--- config.mk ---
export PLATFORM = sky130hd
export DESIGN_NAME = id_ex_stage_flat
export DESIGN_NICKNAME = d
export VERILOG_FILES = /design/src/rtl/cpu_pkg.sv /design/src/rtl/id_ex_stage_if.sv /design/src/rtl/fwd_unit.sv /design/src/rtl/id_ex_stage.sv /design/src/flat_wrapper.sv
export SDC_FILE = /design/constraint.sdc
export NUM_CORES = 1
export LEC_CHECK = 0
export BUFFER_PORTS_ARGS = -buffer_cell sky130_fd_sc_hd__buf_2
export CORE_MARGIN = 5
export CORE_UTILIZATION = 43
export CTS_CLUSTER_DIAMETER = 30
export CTS_CLUSTER_SIZE = 28
export DETAILED_ROUTE_END_ITERATION = 8
export GPL_ROUTABILITY_DRIVEN = 0
export PLACE_DENSITY = 0.81
export SLEW_MARGIN = 20
export SYNTH_ARGS = -nofsm -noshare
export SYNTH_HDL_FRONTEND = slang
export SYNTH_SLANG_ARGS = --single-unit
--- constraint.sdc ---
create_clock -name clk -period 2.5 [get_ports clk]
set_input_delay 0.375 -clock clk [delete_from_list [all_inputs] [get_ports clk]]
set_output_delay 0.375 -clock clk [all_outputs]
set_load 0.005 [all_outputs]
--- src/rtl/cpu_pkg.sv ---
// Shared CPU definitions: datapath widths, ALU op codes, forward-select encoding
// and the forwarding select/mux helpers used by the ID/EX stage.
package cpu_pkg;

  localparam int XLEN   = 32;
  localparam int REG_AW = 5;
  localparam int OP_W   = 3;

  localparam logic [OP_W-1:0] ALU_ADD = 3'd0;
  localparam logic [OP_W-1:0] ALU_SUB = 3'd1;
  localparam logic [OP_W-1:0] ALU_AND = 3'd2;
  localparam logic [OP_W-1:0] ALU_OR  = 3'd3;
  localparam logic [OP_W-1:0] ALU_XOR = 3'd4;
  localparam logic [OP_W-1:0] ALU_SRA = 3'd5;
  localparam logic [OP_W-1:0] ALU_SRL = 3'd6;
  localparam logic [OP_W-1:0] ALU_SLT = 3'd7;

  typedef enum logic [1:0] {
    FWD_RF  = 2'd0,
    FWD_EXM = 2'd1,
    FWD_WB  = 2'd2
  } fwd_sel_e;

  // x0 is hardwired, so it is never forwarded; a load in EX/MEM has no data yet
  function automatic fwd_sel_e fwd_select(input logic [REG_AW-1:0] src,
                                          input logic [REG_AW-1:0] exm_rd,
                                          input logic              exm_rw,
                                          input logic              exm_ld,
                                          input logic [REG_AW-1:0] wb_rd,
                                          input logic              wb_rw);
    fwd_sel_e sel;
    if (src == {REG_AW{1'b0}}) begin
      sel = FWD_RF;
    end else if (exm_rw && !exm_ld && (exm_rd == src)) begin
      sel = FWD_EXM;
    end else if (wb_rw && (wb_rd == src)) begin
      sel = FWD_WB;
    end else begin
      sel = FWD_RF;
    end
    return sel;
  endfunction

  function automatic logic [XLEN-1:0] fwd_mux(input fwd_sel_e        sel,
                                              input logic [XLEN-1:0] rf,
                                              input logic [XLEN-1:0] exm,
                                              input logic [XLEN-1:0] wb);
    logic [XLEN-1:0] val;
    case (sel)
      FWD_RF:  val = rf;
      FWD_EXM: val = exm;
      FWD_WB:  val = wb;
      default: val = rf;
    endcase
    return val;
  endfunction

endpackage

--- src/rtl/id_ex_stage_if.sv ---
// Bundle of decode inputs, forwarding sources and EX-slot outputs of the ID/EX stage.
// master = surrounding pipeline, slave = id_ex_stage.
interface id_ex_stage_if;
  import cpu_pkg::*;

  logic              id_valid_i;
  logic [REG_AW-1:0] id_rs1_i;
  logic [REG_AW-1:0] id_rs2_i;
  logic              id_use_rs1_i;
  logic              id_use_rs2_i;
  logic [XLEN-1:0]   id_rs1_data_i;
  logic [XLEN-1:0]   id_rs2_data_i;
  logic [XLEN-1:0]   id_imm_i;
  logic              id_use_imm_i;
  logic [OP_W-1:0]   id_alu_op_i;
  logic [REG_AW-1:0] id_rd_i;
  logic              id_reg_write_i;
  logic              id_is_load_i;
  logic              mem_stall_i;
  logic              flush_i;
  logic [REG_AW-1:0] exm_rd_i;
  logic              exm_reg_write_i;
  logic              exm_is_load_i;
  logic [XLEN-1:0]   exm_result_i;
  logic [REG_AW-1:0] wb_rd_i;
  logic              wb_reg_write_i;
  logic [XLEN-1:0]   wb_result_i;

  logic              stall_o;
  logic              ex_valid_o;
  logic [OP_W-1:0]   alu_op_o;
  logic [XLEN-1:0]   operand_a_o;
  logic [XLEN-1:0]   operand_b_o;
  logic [XLEN-1:0]   store_data_o;
  logic [REG_AW-1:0] ex_rd_o;
  logic              ex_reg_write_o;
  logic              ex_is_load_o;

  modport master (
    output id_valid_i, id_rs1_i, id_rs2_i, id_use_rs1_i, id_use_rs2_i,
           id_rs1_data_i, id_rs2_data_i, id_imm_i, id_use_imm_i, id_alu_op_i,
           id_rd_i, id_reg_write_i, id_is_load_i, mem_stall_i, flush_i,
           exm_rd_i, exm_reg_write_i, exm_is_load_i, exm_result_i,
           wb_rd_i, wb_reg_write_i, wb_result_i,
    input  stall_o, ex_valid_o, alu_op_o, operand_a_o, operand_b_o,
           store_data_o, ex_rd_o, ex_reg_write_o, ex_is_load_o
  );

  modport slave (
    input  id_valid_i, id_rs1_i, id_rs2_i, id_use_rs1_i, id_use_rs2_i,
           id_rs1_data_i, id_rs2_data_i, id_imm_i, id_use_imm_i, id_alu_op_i,
           id_rd_i, id_reg_write_i, id_is_load_i, mem_stall_i, flush_i,
           exm_rd_i, exm_reg_write_i, exm_is_load_i, exm_result_i,
           wb_rd_i, wb_reg_write_i, wb_result_i,
    output stall_o, ex_valid_o, alu_op_o, operand_a_o, operand_b_o,
           store_data_o, ex_rd_o, ex_reg_write_o, ex_is_load_o
  );
endinterface

--- src/rtl/fwd_unit.sv ---
// Combinational load-use hazard detection and per-operand forward-select generation
// for the instruction held in the ID/EX register.
module fwd_unit
  import cpu_pkg::*;
(
  input  logic              ex_valid,
  input  logic              ex_is_load,
  input  logic [REG_AW-1:0] ex_rd,
  input  logic [REG_AW-1:0] ex_rs1,
  input  logic [REG_AW-1:0] ex_rs2,
  input  logic              id_valid,
  input  logic              id_use_rs1,
  input  logic              id_use_rs2,
  input  logic [REG_AW-1:0] id_rs1,
  input  logic [REG_AW-1:0] id_rs2,
  input  logic [REG_AW-1:0] exm_rd,
  input  logic              exm_reg_write,
  input  logic              exm_is_load,
  input  logic [REG_AW-1:0] wb_rd,
  input  logic              wb_reg_write,
  output logic              hazard,
  output fwd_sel_e          sel_a,
  output fwd_sel_e          sel_b
);

  // hazard when the load in EX writes a register the decode slot is about to read
  always_comb begin
    hazard = ex_valid && ex_is_load && (ex_rd != {REG_AW{1'b0}}) && id_valid &&
             ((id_use_rs1 && (ex_rd == id_rs1)) || (id_use_rs2 && (ex_rd == id_rs2)));
    sel_a  = fwd_select(ex_rs1, exm_rd, exm_reg_write, exm_is_load, wb_rd, wb_reg_write);
    sel_b  = fwd_select(ex_rs2, exm_rd, exm_reg_write, exm_is_load, wb_rd, wb_reg_write);
  end

endmodule

--- src/rtl/id_ex_stage.sv ---
// ID/EX pipeline register with operand forwarding and load-use bubble insertion.
// Optional ID_EX_PERF_CNT_EN adds saturating bubble/freeze cycle counters.
module id_ex_stage
  import cpu_pkg::*;
(
  input  logic         clk,
  input  logic         rst_n,
  id_ex_stage_if.slave bus
`ifdef ID_EX_PERF_CNT_EN
  ,
  output logic [31:0]  perf_bubble_o,
  output logic [31:0]  perf_freeze_o
`endif
);

  logic              valid_r;
  logic [REG_AW-1:0] rs1_r;
  logic [REG_AW-1:0] rs2_r;
  logic [XLEN-1:0]   rs1_data_r;
  logic [XLEN-1:0]   rs2_data_r;
  logic [XLEN-1:0]   imm_r;
  logic              use_imm_r;
  logic [OP_W-1:0]   alu_op_r;
  logic [REG_AW-1:0] rd_r;
  logic              reg_write_r;
  logic              is_load_r;

  logic              hazard_s;
  fwd_sel_e          sel_a_s;
  fwd_sel_e          sel_b_s;
  logic [XLEN-1:0]   fwd_rs1_s;
  logic [XLEN-1:0]   fwd_rs2_s;

  fwd_unit u_fwd (
    .ex_valid      (valid_r),
    .ex_is_load    (is_load_r),
    .ex_rd         (rd_r),
    .ex_rs1        (rs1_r),
    .ex_rs2        (rs2_r),
    .id_valid      (bus.id_valid_i),
    .id_use_rs1    (bus.id_use_rs1_i),
    .id_use_rs2    (bus.id_use_rs2_i),
    .id_rs1        (bus.id_rs1_i),
    .id_rs2        (bus.id_rs2_i),
    .exm_rd        (bus.exm_rd_i),
    .exm_reg_write (bus.exm_reg_write_i),
    .exm_is_load   (bus.exm_is_load_i),
    .wb_rd         (bus.wb_rd_i),
    .wb_reg_write  (bus.wb_reg_write_i),
    .hazard        (hazard_s),
    .sel_a         (sel_a_s),
    .sel_b         (sel_b_s)
  );

  // ID/EX register: freeze holds everything, flush or load-use inserts a bubble
  always_ff @(posedge clk or negedge rst_n) begin
    if (!rst_n) begin
      valid_r     <= 1'b0;
      rs1_r       <= {REG_AW{1'b0}};
      rs2_r       <= {REG_AW{1'b0}};
      rs1_data_r  <= {XLEN{1'b0}};
      rs2_data_r  <= {XLEN{1'b0}};
      imm_r       <= {XLEN{1'b0}};
      use_imm_r   <= 1'b0;
      alu_op_r    <= ALU_ADD;
      rd_r        <= {REG_AW{1'b0}};
      reg_write_r <= 1'b0;
      is_load_r   <= 1'b0;
    end else if (!bus.mem_stall_i) begin
      if (bus.flush_i || hazard_s) begin
        valid_r     <= 1'b0;
        reg_write_r <= 1'b0;
        is_load_r   <= 1'b0;
      end else begin
        valid_r     <= bus.id_valid_i;
        rs1_r       <= bus.id_rs1_i;
        rs2_r       <= bus.id_rs2_i;
        rs1_data_r  <= bus.id_rs1_data_i;
        rs2_data_r  <= bus.id_rs2_data_i;
        imm_r       <= bus.id_imm_i;
        use_imm_r   <= bus.id_use_imm_i;
        alu_op_r    <= bus.id_alu_op_i;
        rd_r        <= bus.id_rd_i;
        reg_write_r <= bus.id_reg_write_i;
        is_load_r   <= bus.id_is_load_i;
      end
    end
  end

  // operand muxes after the register, steered by the forwarding unit
  always_comb begin
    fwd_rs1_s = fwd_mux(sel_a_s, rs1_data_r, bus.exm_result_i, bus.wb_result_i);
    fwd_rs2_s = fwd_mux(sel_b_s, rs2_data_r, bus.exm_result_i, bus.wb_result_i);
  end

  assign bus.stall_o        = hazard_s & ~bus.flush_i;
  assign bus.ex_valid_o     = valid_r;
  assign bus.alu_op_o       = alu_op_r;
  assign bus.operand_a_o    = fwd_rs1_s;
  assign bus.operand_b_o    = use_imm_r ? imm_r : fwd_rs2_s;
  assign bus.store_data_o   = fwd_rs2_s;
  assign bus.ex_rd_o        = rd_r;
  assign bus.ex_reg_write_o = reg_write_r;
  assign bus.ex_is_load_o   = is_load_r;

`ifdef ID_EX_PERF_CNT_EN
  logic [31:0] perf_bubble_r;
  logic [31:0] perf_freeze_r;

  // saturating counters of load-use bubbles and downstream freeze cycles
  always_ff @(posedge clk or negedge rst_n) begin
    if (!rst_n) begin
      perf_bubble_r <= 32'd0;
      perf_freeze_r <= 32'd0;
    end else begin
      if (hazard_s && !bus.mem_stall_i && (perf_bubble_r != 32'hFFFF_FFFF)) begin
        perf_bubble_r <= perf_bubble_r + 32'd1;
      end
      if (bus.mem_stall_i && (perf_freeze_r != 32'hFFFF_FFFF)) begin
        perf_freeze_r <= perf_freeze_r + 32'd1;
      end
    end
  end

  assign perf_bubble_o = perf_bubble_r;
  assign perf_freeze_o = perf_freeze_r;
`endif

endmodule

--- src/flat_wrapper.sv ---
// flat-port wrapper written by rule: the top's interface ports become plain ports
module id_ex_stage_flat import cpu_pkg::*;
  (clk, rst_n, bus_id_valid_i, bus_id_rs1_i, bus_id_rs2_i, bus_id_use_rs1_i, bus_id_use_rs2_i, bus_id_rs1_data_i, bus_id_rs2_data_i, bus_id_imm_i, bus_id_use_imm_i, bus_id_alu_op_i, bus_id_rd_i, bus_id_reg_write_i, bus_id_is_load_i, bus_mem_stall_i, bus_flush_i, bus_exm_rd_i, bus_exm_reg_write_i, bus_exm_is_load_i, bus_exm_result_i, bus_wb_rd_i, bus_wb_reg_write_i, bus_wb_result_i, bus_stall_o, bus_ex_valid_o, bus_alu_op_o, bus_operand_a_o, bus_operand_b_o, bus_store_data_o, bus_ex_rd_o, bus_ex_reg_write_o, bus_ex_is_load_o);
  id_ex_stage_if bus_i ();
  input  logic clk;
  input  logic rst_n;
  input wire logic [$bits(bus_i.id_valid_i)-1:0] bus_id_valid_i;
  input wire logic [$bits(bus_i.id_rs1_i)-1:0] bus_id_rs1_i;
  input wire logic [$bits(bus_i.id_rs2_i)-1:0] bus_id_rs2_i;
  input wire logic [$bits(bus_i.id_use_rs1_i)-1:0] bus_id_use_rs1_i;
  input wire logic [$bits(bus_i.id_use_rs2_i)-1:0] bus_id_use_rs2_i;
  input wire logic [$bits(bus_i.id_rs1_data_i)-1:0] bus_id_rs1_data_i;
  input wire logic [$bits(bus_i.id_rs2_data_i)-1:0] bus_id_rs2_data_i;
  input wire logic [$bits(bus_i.id_imm_i)-1:0] bus_id_imm_i;
  input wire logic [$bits(bus_i.id_use_imm_i)-1:0] bus_id_use_imm_i;
  input wire logic [$bits(bus_i.id_alu_op_i)-1:0] bus_id_alu_op_i;
  input wire logic [$bits(bus_i.id_rd_i)-1:0] bus_id_rd_i;
  input wire logic [$bits(bus_i.id_reg_write_i)-1:0] bus_id_reg_write_i;
  input wire logic [$bits(bus_i.id_is_load_i)-1:0] bus_id_is_load_i;
  input wire logic [$bits(bus_i.mem_stall_i)-1:0] bus_mem_stall_i;
  input wire logic [$bits(bus_i.flush_i)-1:0] bus_flush_i;
  input wire logic [$bits(bus_i.exm_rd_i)-1:0] bus_exm_rd_i;
  input wire logic [$bits(bus_i.exm_reg_write_i)-1:0] bus_exm_reg_write_i;
  input wire logic [$bits(bus_i.exm_is_load_i)-1:0] bus_exm_is_load_i;
  input wire logic [$bits(bus_i.exm_result_i)-1:0] bus_exm_result_i;
  input wire logic [$bits(bus_i.wb_rd_i)-1:0] bus_wb_rd_i;
  input wire logic [$bits(bus_i.wb_reg_write_i)-1:0] bus_wb_reg_write_i;
  input wire logic [$bits(bus_i.wb_result_i)-1:0] bus_wb_result_i;
  output wire logic [$bits(bus_i.stall_o)-1:0] bus_stall_o;
  output wire logic [$bits(bus_i.ex_valid_o)-1:0] bus_ex_valid_o;
  output wire logic [$bits(bus_i.alu_op_o)-1:0] bus_alu_op_o;
  output wire logic [$bits(bus_i.operand_a_o)-1:0] bus_operand_a_o;
  output wire logic [$bits(bus_i.operand_b_o)-1:0] bus_operand_b_o;
  output wire logic [$bits(bus_i.store_data_o)-1:0] bus_store_data_o;
  output wire logic [$bits(bus_i.ex_rd_o)-1:0] bus_ex_rd_o;
  output wire logic [$bits(bus_i.ex_reg_write_o)-1:0] bus_ex_reg_write_o;
  output wire logic [$bits(bus_i.ex_is_load_o)-1:0] bus_ex_is_load_o;
  assign bus_i.id_valid_i = bus_id_valid_i;
  assign bus_i.id_rs1_i = bus_id_rs1_i;
  assign bus_i.id_rs2_i = bus_id_rs2_i;
  assign bus_i.id_use_rs1_i = bus_id_use_rs1_i;
  assign bus_i.id_use_rs2_i = bus_id_use_rs2_i;
  assign bus_i.id_rs1_data_i = bus_id_rs1_data_i;
  assign bus_i.id_rs2_data_i = bus_id_rs2_data_i;
  assign bus_i.id_imm_i = bus_id_imm_i;
  assign bus_i.id_use_imm_i = bus_id_use_imm_i;
  assign bus_i.id_alu_op_i = bus_id_alu_op_i;
  assign bus_i.id_rd_i = bus_id_rd_i;
  assign bus_i.id_reg_write_i = bus_id_reg_write_i;
  assign bus_i.id_is_load_i = bus_id_is_load_i;
  assign bus_i.mem_stall_i = bus_mem_stall_i;
  assign bus_i.flush_i = bus_flush_i;
  assign bus_i.exm_rd_i = bus_exm_rd_i;
  assign bus_i.exm_reg_write_i = bus_exm_reg_write_i;
  assign bus_i.exm_is_load_i = bus_exm_is_load_i;
  assign bus_i.exm_result_i = bus_exm_result_i;
  assign bus_i.wb_rd_i = bus_wb_rd_i;
  assign bus_i.wb_reg_write_i = bus_wb_reg_write_i;
  assign bus_i.wb_result_i = bus_wb_result_i;
  assign bus_stall_o = bus_i.stall_o;
  assign bus_ex_valid_o = bus_i.ex_valid_o;
  assign bus_alu_op_o = bus_i.alu_op_o;
  assign bus_operand_a_o = bus_i.operand_a_o;
  assign bus_operand_b_o = bus_i.operand_b_o;
  assign bus_store_data_o = bus_i.store_data_o;
  assign bus_ex_rd_o = bus_i.ex_rd_o;
  assign bus_ex_reg_write_o = bus_i.ex_reg_write_o;
  assign bus_ex_is_load_o = bus_i.ex_is_load_o;
  id_ex_stage u_core (.clk(clk), .rst_n(rst_n), .bus(bus_i));
endmodule
==> results of run 1 <==
metal layers:
metal / global-route usage [%] / up-vias / wire [microns]
met5: 0 / - / 0
met4: 9.30 / 0 / 590
met3: 6.46 / 52 / 1730
met2: 41.9 / 302 / 11600
met1: 30.2 / 3037 / 8980
li1: - / 2807 / -
worst reg2reg max path, stage by stage (launching register included):
cell	delay, ns
sky130_fd_sc_hd__dfrtp_1	0.45
sky130_fd_sc_hd__xnor2_1	0.16
sky130_fd_sc_hd__nand4_1	0.11
sky130_fd_sc_hd__o22ai_2	0.12
sky130_fd_sc_hd__a211oi_4	0.35
sky130_fd_sc_hd__buf_12	0.34
sky130_fd_sc_hd__mux2_2	0.47
state kept, by name (all words and copies together), names as in the netlist:
name and count:
u_core.bus.alu_op_o 3, u_core.bus.ex_is_load_o 1, u_core.bus.ex_rd_o 5, u_core.bus.ex_reg_write_o 1
u_core.bus.ex_valid_o 1, u_core.imm_r 32, u_core.rs1_data_r 32, u_core.rs1_r 5
u_core.rs2_data_r 32, u_core.rs2_r 5, u_core.use_imm_r 1
cell usage in the layout (no fill, tap or decap), types with 5 or more instances in the layout:
cell type	netlist	final
sky130_fd_sc_hd__a22oi_1	64	37
sky130_fd_sc_hd__a22oi_2	0	27
sky130_fd_sc_hd__buf_12	2	20
sky130_fd_sc_hd__buf_16	0	7
sky130_fd_sc_hd__buf_2	0	305
sky130_fd_sc_hd__buf_4	9	27
sky130_fd_sc_hd__buf_6	1	9
sky130_fd_sc_hd__clkbuf_16	0	19
sky130_fd_sc_hd__clkbuf_8	0	5
sky130_fd_sc_hd__dfrtp_1	118	117
sky130_fd_sc_hd__mux2_2	130	130
sky130_fd_sc_hd__mux2_4	17	17
sky130_fd_sc_hd__nand2_1	72	49
sky130_fd_sc_hd__nand2_2	0	12
sky130_fd_sc_hd__nand2_4	0	11
sky130_fd_sc_hd__o21ai_1	0	9
sky130_fd_sc_hd__o21ai_2	0	53
sky130_fd_sc_hd__xnor2_1	17	13
sky130_fd_sc_hd__xor2_1	10	9
stage by stage:
step | TNS [ns] | cells | area [sq um]
floorplan | -1.37 | 574 | 6530
global placement | -15.68 | 1071 | 8520
detailed placement | -16.73 | 1071 | 8520
CTS | -53.57 | 1116 | 9850
global route | -65.84 | 1119 | 10200
finish | -52.91 | 1119 | 10200
Yosys cell counts (4+ instances only):
master,count
sky130_fd_sc_hd__buf_4,9
sky130_fd_sc_hd__xnor2_1,17
sky130_fd_sc_hd__dfrtp_1,118
sky130_fd_sc_hd__inv_1,6
sky130_fd_sc_hd__nand2_1,72
sky130_fd_sc_hd__o21ai_0,64
sky130_fd_sc_hd__xor2_1,10
sky130_fd_sc_hd__nor2_1,6
sky130_fd_sc_hd__mux2_2,130
sky130_fd_sc_hd__mux2_4,17
sky130_fd_sc_hd__ha_1,4
sky130_fd_sc_hd__clkbuf_1,30
sky130_fd_sc_hd__a22oi_1,64
what timing repair did:
item | in CTS | in global routing
buffers inserted | 7 | 3
endpoints found under the setup margin | 96 | 96
pin swaps | 21 | 19
gates cloned | 10 | 2
hold endpoints to repair | 39 | 0
hold buffers | 1 | 0
resized for setup | 134 | 75
how the worst max path moves through the flow:
stage | depth (start not counted) | endpoint | slack [ns] | startpoint
floorplan | 9 | bus_operand_a_o[0] | -0.05 | u_core.rs1_r[3]
global placement | 12 | bus_operand_b_o[9] | -0.30 | bus_exm_rd_i[4]
detailed placement | 12 | bus_operand_b_o[9] | -0.32 | bus_exm_rd_i[4]
CTS | 12 | bus_operand_b_o[3] | -0.68 | u_core.rs2_r[2]
global route | 12 | bus_operand_b_o[21] | -0.86 | u_core.rs2_r[2]
finish | 12 | bus_operand_b_o[3] | -0.71 | u_core.rs2_r[2]
power groups by stage:
stage / clock network [mW] / logic, mW / registers, mW
floorplan: 0 / 0.857 / 2.35
global placement: 0 / 1.55 / 2.41
detailed placement: 0 / 1.59 / 2.42
CTS: 2.44 / 1.78 / 2.40
global route: 2.52 / 2.05 / 2.45
finish: 2.40 / 1.89 / 2.42
layout make-up:
class                      count  area [sq um]
timing repair buffer         372          2500
inverter                       6          22.5
fill                        1104          4800
clock buffer                  24           502
tap                          188           235
multi-input combinational    407          3890
sequential                   118          2950
clock inverter                 4          70.1
cell families after synthesis:
kind of cell             count (synthesis)  share of synthesized area, %
multiplexers                           147                          26.5
buffers and inverters                   49                          4.15
XOR/XNOR                                27                          3.64
adder cells (fa/ha/maj)                  4                         0.771
AND/OR/NAND/NOR                         93                          5.94
flip-flops                             118                          45.5
AO/OA/AOI/OAI                          136                          13.5
==> results_tabular.tex, run 1 <==
\begin{tabular}{lr}
\hline
Metric & Value \\
\hline
\multicolumn{2}{l}{\textbf{Finish}} \\
\quad Area added between synthesis and finish & 56.8\% \\
\quad Fraction of layout cells with a size suffix above 1 & just over 70\% \\
\quad \# diodes & 0 \\
\quad End-of-flow core utilization & 67.9\% \\
\quad Final nets & 1127 \\
\multicolumn{2}{l}{\textbf{Floorplan}} \\
\quad Die height & $\sim$130 microns \\
\quad Rows & 45 \\
\quad Effective utilization at floorplan & 43.3\% \\
\quad Die footprint & 17600 sq um \\
\quad Chip width & 133 microns \\
\quad Top-level I/O count & 309 \\
\quad CORE AREA & 15000 sq um \\
\multicolumn{2}{l}{\textbf{Global route}} \\
\quad First-pass GRT wire length & 34800 microns \\
\quad Number of antenna violations at the first check in global routing & 0 \\
\quad Pin count of the biggest net entering global routing & just over 60 \\
\quad Gr ovfl total & 0 \\
\quad Vias in the first global route & 6569 \\
\quad Global routing usage summed across all routing layers & 24.7\% \\
\multicolumn{2}{l}{\textbf{Worst setup path}} \\
\quad Count of buffer and inverter cells on the critical path & 4 \\
\quad Critical path cell sequence & buf\_6 -> xor2\_2 -> nor4\_2 -> nand3\_1 -> nand3\_1 -> inv\_1 -> ha\_4 -> buf\_12 -> a22oi\_1 -> o21ai\_2 -> mux2\_2 -> buf\_2 \\
\quad Peak per-stage delay on the critical path & between 0.4 and 0.5 ns \\
\quad Slowest CP cell & sky130\_fd\_sc\_hd\_\_dfrtp\_1 \\
\quad Data arrival time at the worst-slack endpoint & 2.83 ns \\
\quad Most prevalent standard cell on the critical path & sky130\_fd\_sc\_hd\_\_nand3\_1 \\
\quad Critical path required time & 2.12 ns \\
\quad Crit path launch type & register \\
\quad Top Family by Delay on Critical Path & simple AND/OR/NAND/NOR gates \\
\quad Number of cells on the worst reg-to-reg path & 6 \\
\quad Crit. End Element & primary output \\
\quad Setup slack of the most critical reg-to-reg path & 0.40 ns \\
\quad Critical path fanouts, max & 18 \\
\quad Source of the worst register-to-register timing path & u\_core.bus.ex\_rd\_o[4] \\
\quad Destination of the worst register-to-register timing path & u\_core.imm\_r[0] \\
\quad Category of the critical setup timing path & reg -> out \\
\multicolumn{2}{l}{\textbf{Logic synthesis}} \\
\quad Distinct cells, synth & 28 \\
\quad Post-synthesis async set-or-reset flop share & 100\% \\
\quad Number of synthesized flops with an enable pin & 0 \\
\quad Per-instance average area after synthesis & 11.3 sq um \\
\quad Sequential share of the synthesized area & 45.5\% \\
\quad Synth Net Count & 779 \\
\quad Post-Syn Instances & about 570 \\
\quad \#FFs+latches synth & 118 \\
\quad Primary flip-flop cell chosen by synthesis mapping & sky130\_fd\_sc\_hd\_\_dfrtp\_1 \\
\quad Leading post-synthesis cells by cell area & sky130\_fd\_sc\_hd\_\_dfrtp\_1, sky130\_fd\_sc\_hd\_\_mux2\_2, sky130\_fd\_sc\_hd\_\_a22oi\_1 \\
\quad Netlist Area Pre-Place & 6490 sq um \\
\quad Cell type contributing the most total cell area after synthesis & sky130\_fd\_sc\_hd\_\_dfrtp\_1 \\
\quad Number of synthesis warnings & 0 \\
\quad Area share of the largest cell type after synthesis & 45.5\% \\
\multicolumn{2}{l}{\textbf{Clock network}} \\
\quad Clk Tree Root Cell & sky130\_fd\_sc\_hd\_\_clkbuf\_16 \\
\quad H-Tree Level Count & 4 \\
\quad Max Root-Sink Buffers & 2 \\
\quad Number of buffers created by CTS & 17 \\
\quad Clock transition at the registers of the reported paths & 0.05 ns \\
\quad CTS tree & done \\
\quad Sinks on the clock net & around 120 \\
\quad Clock latency on the worst-skew pair & a little over 0.4 ns \\
\multicolumn{2}{l}{\textbf{Worst hold path}} \\
\quad Min-Delay Startpoint & bus\_id\_is\_load\_i \\
\quad Classification of the worst-slack hold path & in -> reg \\
\quad Min-Delay Endpoint & u\_core.bus.ex\_is\_load\_o \\
\quad Worst Hold Path Cells & 2 \\
\multicolumn{2}{l}{\textbf{STA}} \\
\quad Worst Skew & 0.00586 ns \\
\quad Min cycle time layout & approximately 3.2 ns \\
\quad Final number of setup-violating endpoints & 96 \\
\quad Fraction of the cycle the final worst path needs & 128\% \\
\quad Final Hold Vio Count & 0 \\
\quad Slew @ Worst Pin & 0.561 ns \\
\quad Relative slew margins & 62.6\% \\
\quad Final worst-path setup slack & -0.708 ns \\
\quad Fmax & 312 MHz \\
\quad WHS & 0.183 ns \\
\quad Final Slew Violations & 0 \\
\quad RSZ-0062 raised after global routing & yes \\
\multicolumn{2}{l}{\textbf{Routing}} \\
\quad Antenna viol nets, final & 0 \\
\quad Vias & between 6000 and 7000 \\
\quad Total Routed Length & 22900 microns \\
\quad Count of TritonRoute iterations in the first routing pass & 7 \\
\quad Wire length per cell & between 20 and 25 microns \\
\quad Number of vias per cell & 5.54 \\
\quad Detailed Route Iter0 Violations & between 300 and 400 \\
\quad DRC violations left & 0 \\
\multicolumn{2}{l}{\textbf{Pwr}} \\
\quad Power per Cell Area & roughly 660 nW/um\^{}2 \\
\quad Internal Power & 4.85 mW \\
\quad Clock network fraction of total power & 35.7\% \\
\quad Switching power summed over all nets & 1.86 mW \\
\quad Leakage power of the design & 4.67 nW \\
\quad Worst IR drop on VDD & 0.481 mV \\
\quad Total power & 6.71 mW \\
\quad Power share of the sequential group & between 30\% and 40\% \\
\quad Combinational fraction of design power & 28.2\% \\
\quad Switching Share & 27.7\% \\
\multicolumn{2}{l}{\textbf{Outcome}} \\
\quad Status & finished, violations left \\
\quad Failing checks & negative setup slack \\
\multicolumn{2}{l}{\textbf{Place}} \\
\quad Port Buffer Count & around 310 \\
\quad Placed wire-length estimate after detailed placement & $\sim$15000 microns \\
\quad Dpl ws & -0.315 ns \\
\multicolumn{2}{l}{\textbf{Job}} \\
\quad Max-capacitance violation count & 0 \\
\hline
\end{tabular}
No activity file was read; power rests on OpenSTA's default activity.
==> inputs of run 2 (changes only) <==
--- a/config.mk
+++ b/config.mk
@@ -5,6 +5,7 @@
 export SDC_FILE = /design/constraint.sdc
 export NUM_CORES = 1
 export LEC_CHECK = 0
+export ABC_AREA = 1
 export BUFFER_PORTS_ARGS = -buffer_cell sky130_fd_sc_hd__buf_2
 export CORE_MARGIN = 5
 export CORE_UTILIZATION = 43
@@ -12,7 +13,7 @@
 export CTS_CLUSTER_SIZE = 28
 export DETAILED_ROUTE_END_ITERATION = 8
 export GPL_ROUTABILITY_DRIVEN = 0
-export PLACE_DENSITY = 0.81
+export PLACE_DENSITY = 0.78
 export SLEW_MARGIN = 20
 export SYNTH_ARGS = -nofsm -noshare
 export SYNTH_HDL_FRONTEND = slang
==> run 2 against run 1 <==
The run still ends with negative setup slack left. Synthesized cell count is 81% higher. Flip-flop and latch count stayed put. Power is 1.0% higher. Critical path type unchanged.
==> results_tabular.tex, run 2 <==
\begin{tabular}{lr}
\hline
Metric & Value \\
\hline
\multicolumn{2}{l}{\textbf{Outcome}} \\
\quad Status & finished, violations left \\
\quad Failing checks & negative setup slack \\
\multicolumn{2}{l}{\textbf{Finish}} \\
\quad Fillers & 1247 \\
\quad Largest registers & u\_core.imm\_r x32, u\_core.rs1\_data\_r x32, u\_core.rs2\_data\_r x32 \\
\quad Fraction of layout cells with a size suffix above 1 & 43.7\% \\
\quad Area used by sequential logic in the layout & between 2000 and 3000 sq um \\
\quad Area occupied by multi-input gates & between 4000 and 5000 sq um \\
\quad Most frequent cells in the layout & sky130\_fd\_sc\_hd\_\_nand2\_1, sky130\_fd\_sc\_hd\_\_buf\_2, sky130\_fd\_sc\_hd\_\_nand3\_1 \\
\quad Final nets & 1574 \\
\quad Area added between synthesis and finish & 60.1\% \\
\quad Most frequent standard cell in the layout excluding fill and tap cells & sky130\_fd\_sc\_hd\_\_nand2\_1 \\
\quad End-of-flow core utilization & 69.9\% \\
\multicolumn{2}{l}{\textbf{Pwr}} \\
\quad Power per Cell Area & 612 nW/um\^{}2 \\
\quad Leakage power of the design & between 5 and 6 nW \\
\quad Total power & 6.78 mW \\
\quad Worst IR drop on VDD & 0.410 mV \\
\multicolumn{2}{l}{\textbf{STA}} \\
\quad Final worst-path setup slack & -0.593 ns \\
\quad Slew @ Worst Pin & 0.578 ns \\
\quad Worst Skew & 0.00556 ns \\
\quad Post-route setup TNS & -40.53 ns \\
\quad Min cycle time layout & 3.09 ns \\
\quad Final Slew Violations & 0 \\
\quad Relative slew margins & 61.5\% \\
\quad Final number of setup-violating endpoints & 96 \\
\quad RSZ-0062 raised after global routing & yes \\
\quad Fraction of the cycle the final worst path needs & 124\% \\
\quad Fmax & 323 MHz \\
\quad Final Hold Vio Count & 0 \\
\quad WHS & around 0.19 ns \\
\multicolumn{2}{l}{\textbf{Logic synthesis}} \\
\quad Leading post-synthesis cells by cell area & sky130\_fd\_sc\_hd\_\_dfrtp\_1, sky130\_fd\_sc\_hd\_\_nand2\_1, sky130\_fd\_sc\_hd\_\_a21oi\_1 \\
\quad Largest family of logic cells by synthesized area & simple AND/OR/NAND/NOR gates \\
\quad Cell type contributing the most total cell area after synthesis & sky130\_fd\_sc\_hd\_\_dfrtp\_1 \\
\quad Adder and majority gate portion of the synthesized area & 0.724\% \\
\quad List of most frequent post-synthesis cells & sky130\_fd\_sc\_hd\_\_nand2\_1, sky130\_fd\_sc\_hd\_\_a21oi\_1, sky130\_fd\_sc\_hd\_\_nand3\_1 \\
\quad Most repeated cell in the gate-level netlist after synthesis & sky130\_fd\_sc\_hd\_\_nand2\_1 \\
\quad Per-instance average area after synthesis & about 6.7 sq um \\
\quad Compound-gate portion of the synthesized area & 10.2\% \\
\quad Netlist Area Pre-Place & 6910 sq um \\
\quad Sequential share of the synthesized area & 42.7\% \\
\quad Mux share of post-synthesis cell area & 0\% \\
\quad Synth Net Count & 1243 \\
\quad Number of synthesized flops with an enable pin & 0 \\
\quad Post-Syn Instances & 1038 \\
\quad Post-synthesis async set-or-reset flop share & 100\% \\
\quad Primary flip-flop cell chosen by synthesis mapping & sky130\_fd\_sc\_hd\_\_dfrtp\_1 \\
\quad Area share of the largest cell type after synthesis & 42.7\% \\
\quad Distinct cells, synth & 21 \\
\quad Post-synthesis simple-gate area fraction & 38.4\% \\
\quad \#FFs+latches synth & 118 \\
\quad XOR/XNOR share of the synthesized area & less than 1\% \\
\quad Number of synthesis warnings & 0 \\
\multicolumn{2}{l}{\textbf{Worst setup path}} \\
\quad Peak per-stage delay on the critical path & 0.47 ns \\
\quad Crit. End Element & primary output \\
\quad Launch point of the critical path & u\_core.rs2\_r[3] \\
\quad Critical path required time & 2.12 ns \\
\quad Crit path launch type & register \\
\quad Category of the critical setup timing path & reg -> out \\
\quad Data arrival time at the worst-slack endpoint & $\sim$2.7 ns \\
\quad Critical path fanouts, max & 5 \\
\quad Source of the worst register-to-register timing path & u\_core.bus.ex\_rd\_o[0] \\
\quad Critical path cell sequence & inv\_2 -> nand2\_2 -> nor4\_4 -> buf\_4 -> nor2\_4 -> ha\_4 -> buf\_4 -> clkbuf\_16 -> a21oi\_1 -> a21oi\_1 -> nand2\_1 -> nand2\_1 -> buf\_2 \\
\quad Slowest CP cell & sky130\_fd\_sc\_hd\_\_dfrtp\_2 \\
\multicolumn{2}{l}{\textbf{Floorplan}} \\
\quad CORE AREA & 15800 sq um \\
\quad Rows & 46 \\
\quad Die footprint & around 19000 sq um \\
\quad Chip width & 137 microns \\
\quad Die height & between 100 and 150 microns \\
\quad Effective utilization at floorplan & 43.7\% \\
\quad Top-level I/O count & between 300 and 400 \\
\multicolumn{2}{l}{\textbf{Global route}} \\
\quad Number of antenna violations at the first check in global routing & 2 \\
\quad Gr ovfl total & 0 \\
\quad Pin count of the biggest net entering global routing & 74 \\
\quad Vias in the first global route & $\sim$8300 \\
\quad Global routing usage summed across all routing layers & between 30\% and 40\% \\
\quad First-pass GRT wire length & 44300 microns \\
\multicolumn{2}{l}{\textbf{Clock network}} \\
\quad Number of buffers created by CTS & 17 \\
\quad Clock transition at the registers of the reported paths & around 0.060 ns \\
\quad H-Tree Level Count & 4 \\
\quad Max Root-Sink Buffers & 2 \\
\quad CTS tree & done \\
\quad Clk Tree Root Cell & sky130\_fd\_sc\_hd\_\_clkbuf\_16 \\
\quad Clock latency on the worst-skew pair & 0.41 ns \\
\quad Sinks on the clock net & 118 \\
\multicolumn{2}{l}{\textbf{Routing}} \\
\quad Total Routed Length & 30800 microns \\
\quad Count of TritonRoute iterations in the first routing pass & 6 \\
\quad Detailed Route Iter0 Violations & 795 \\
\quad Number of vias per cell & 5.52 \\
\quad DRC violations left & 0 \\
\quad Wire length per cell & about 19 microns \\
\quad Antenna viol nets, final & 0 \\
\quad Vias & roughly 9000 \\
\multicolumn{2}{l}{\textbf{Place}} \\
\quad Placed wire-length estimate after detailed placement & 19300 microns \\
\quad Port Buffer Count & 308 \\
\multicolumn{2}{l}{\textbf{Worst hold path}} \\
\quad Min-Delay Startpoint & bus\_id\_rd\_i[3] \\
\quad Classification of the worst-slack hold path & in -> reg \\
\multicolumn{2}{l}{\textbf{Job}} \\
\quad Max-capacitance violation count & 0 \\
\hline
\end{tabular}
## run 2: cell types whose count changed after synthesis, moves of 17 or more
cell                      before  now
sky130_fd_sc_hd__mux2_2      130    0
sky130_fd_sc_hd__a21oi_1       1  130
sky130_fd_sc_hd__inv_1         6   35
sky130_fd_sc_hd__nand3_1       3  123
sky130_fd_sc_hd__o21ai_0      64    2
sky130_fd_sc_hd__nor2_1        6   92
sky130_fd_sc_hd__a22oi_1      64    0
sky130_fd_sc_hd__buf_2         0   23
sky130_fd_sc_hd__mux2_4       17    0
sky130_fd_sc_hd__nand2_1      72  433
## run 2: path summary, 6_finish.rpt
kind                                          end  slack [ns]  depth (start not counted)
hold reg to reg            u_core.bus.alu_op_o[1]        0.46                          2
max in group asynchronous    u_core.rs1_data_r[5]        1.25                          3
min in group asynchronous   u_core.bus.ex_rd_o[3]        0.43                          2
setup / recovery               bus_operand_b_o[0]       -0.59                         13
setup reg to reg                  u_core.rs2_r[4]        0.62                         11
hold / removal              u_core.bus.ex_rd_o[3]        0.19                          3
## run 2: cell families (layout without fill, tap and decap cells)
logic type / Yosys count / in the layout
and+or+nand+nor: 660 / 660
buffers and inverters: 111 / 455
xor gates and xnor gates: 7 / 7
AOI/OAI and AO/OA: 138 / 138
other: 0 / 1
DFF: 118 / 118
adders and majority gates: 4 / 4
## run 2: power breakdown
group / switching [mW] / internal (mW)
logic: 1.05 / 0.897
clock network: 0.947 / 1.50
registers: 0.233 / 2.15
total: 2.23 / 4.55
## run 2: area by class of cell
class / count / share of cell area [%]
Timing Repair Buffer: 383 / 23.7
Inverter: 40 / 1.58
Multi-Input combinational cell: 809 / 40.1
Sequential cell: 118 / 26.8
Clock inverter: 14 / 1.37
Tap cell: 216 / 2.44
Antenna cell: 1 / 0.0226
Clock buffer: 18 / 3.97
## run 2: stage by stage
step,cell area [sq um],std cells,setup slack [ns]
after floorplan,6910,1038,0.0464
after global placement,8890,1529,-0.222
after detailed placement,8890,1529,-0.245
after CTS,10300,1578,-0.404
after global routing,11100,1599,-0.721
final,11100,1599,-0.593
## run 2: what timing repair did
action                     4_1_cts  5_1_grt
gates resized for setup        154      134
hold buffers                     1        0
setup buffers                    8       17
pin swaps                       20       21
hold endpoints to repair        26        0
setup endpoints to repair       96       96
gates cloned                     8        5
## run 2: worst max-delay path, delay by kind of cell, from the launching register on
kind,cells,cell delay (ns)
buffers and inverters,5,0.71
and+or+nand+nor,5,0.52
DFF,1,0.47
adders and majority gates,1,0.35
AOI/OAI and AO/OA,2,0.25
## run 2: layer usage
layer	vias to the layer above	GRT usage, %	routed length (microns)	share of wire (%)
li1	4001	-	-	-
met2	587	50.7	14900	48
met4	2	12.7	1380	4.5
met5	-	0	13	0.042
met3	117	6.58	3030	9.8
met1	4119	39.2	11500	37
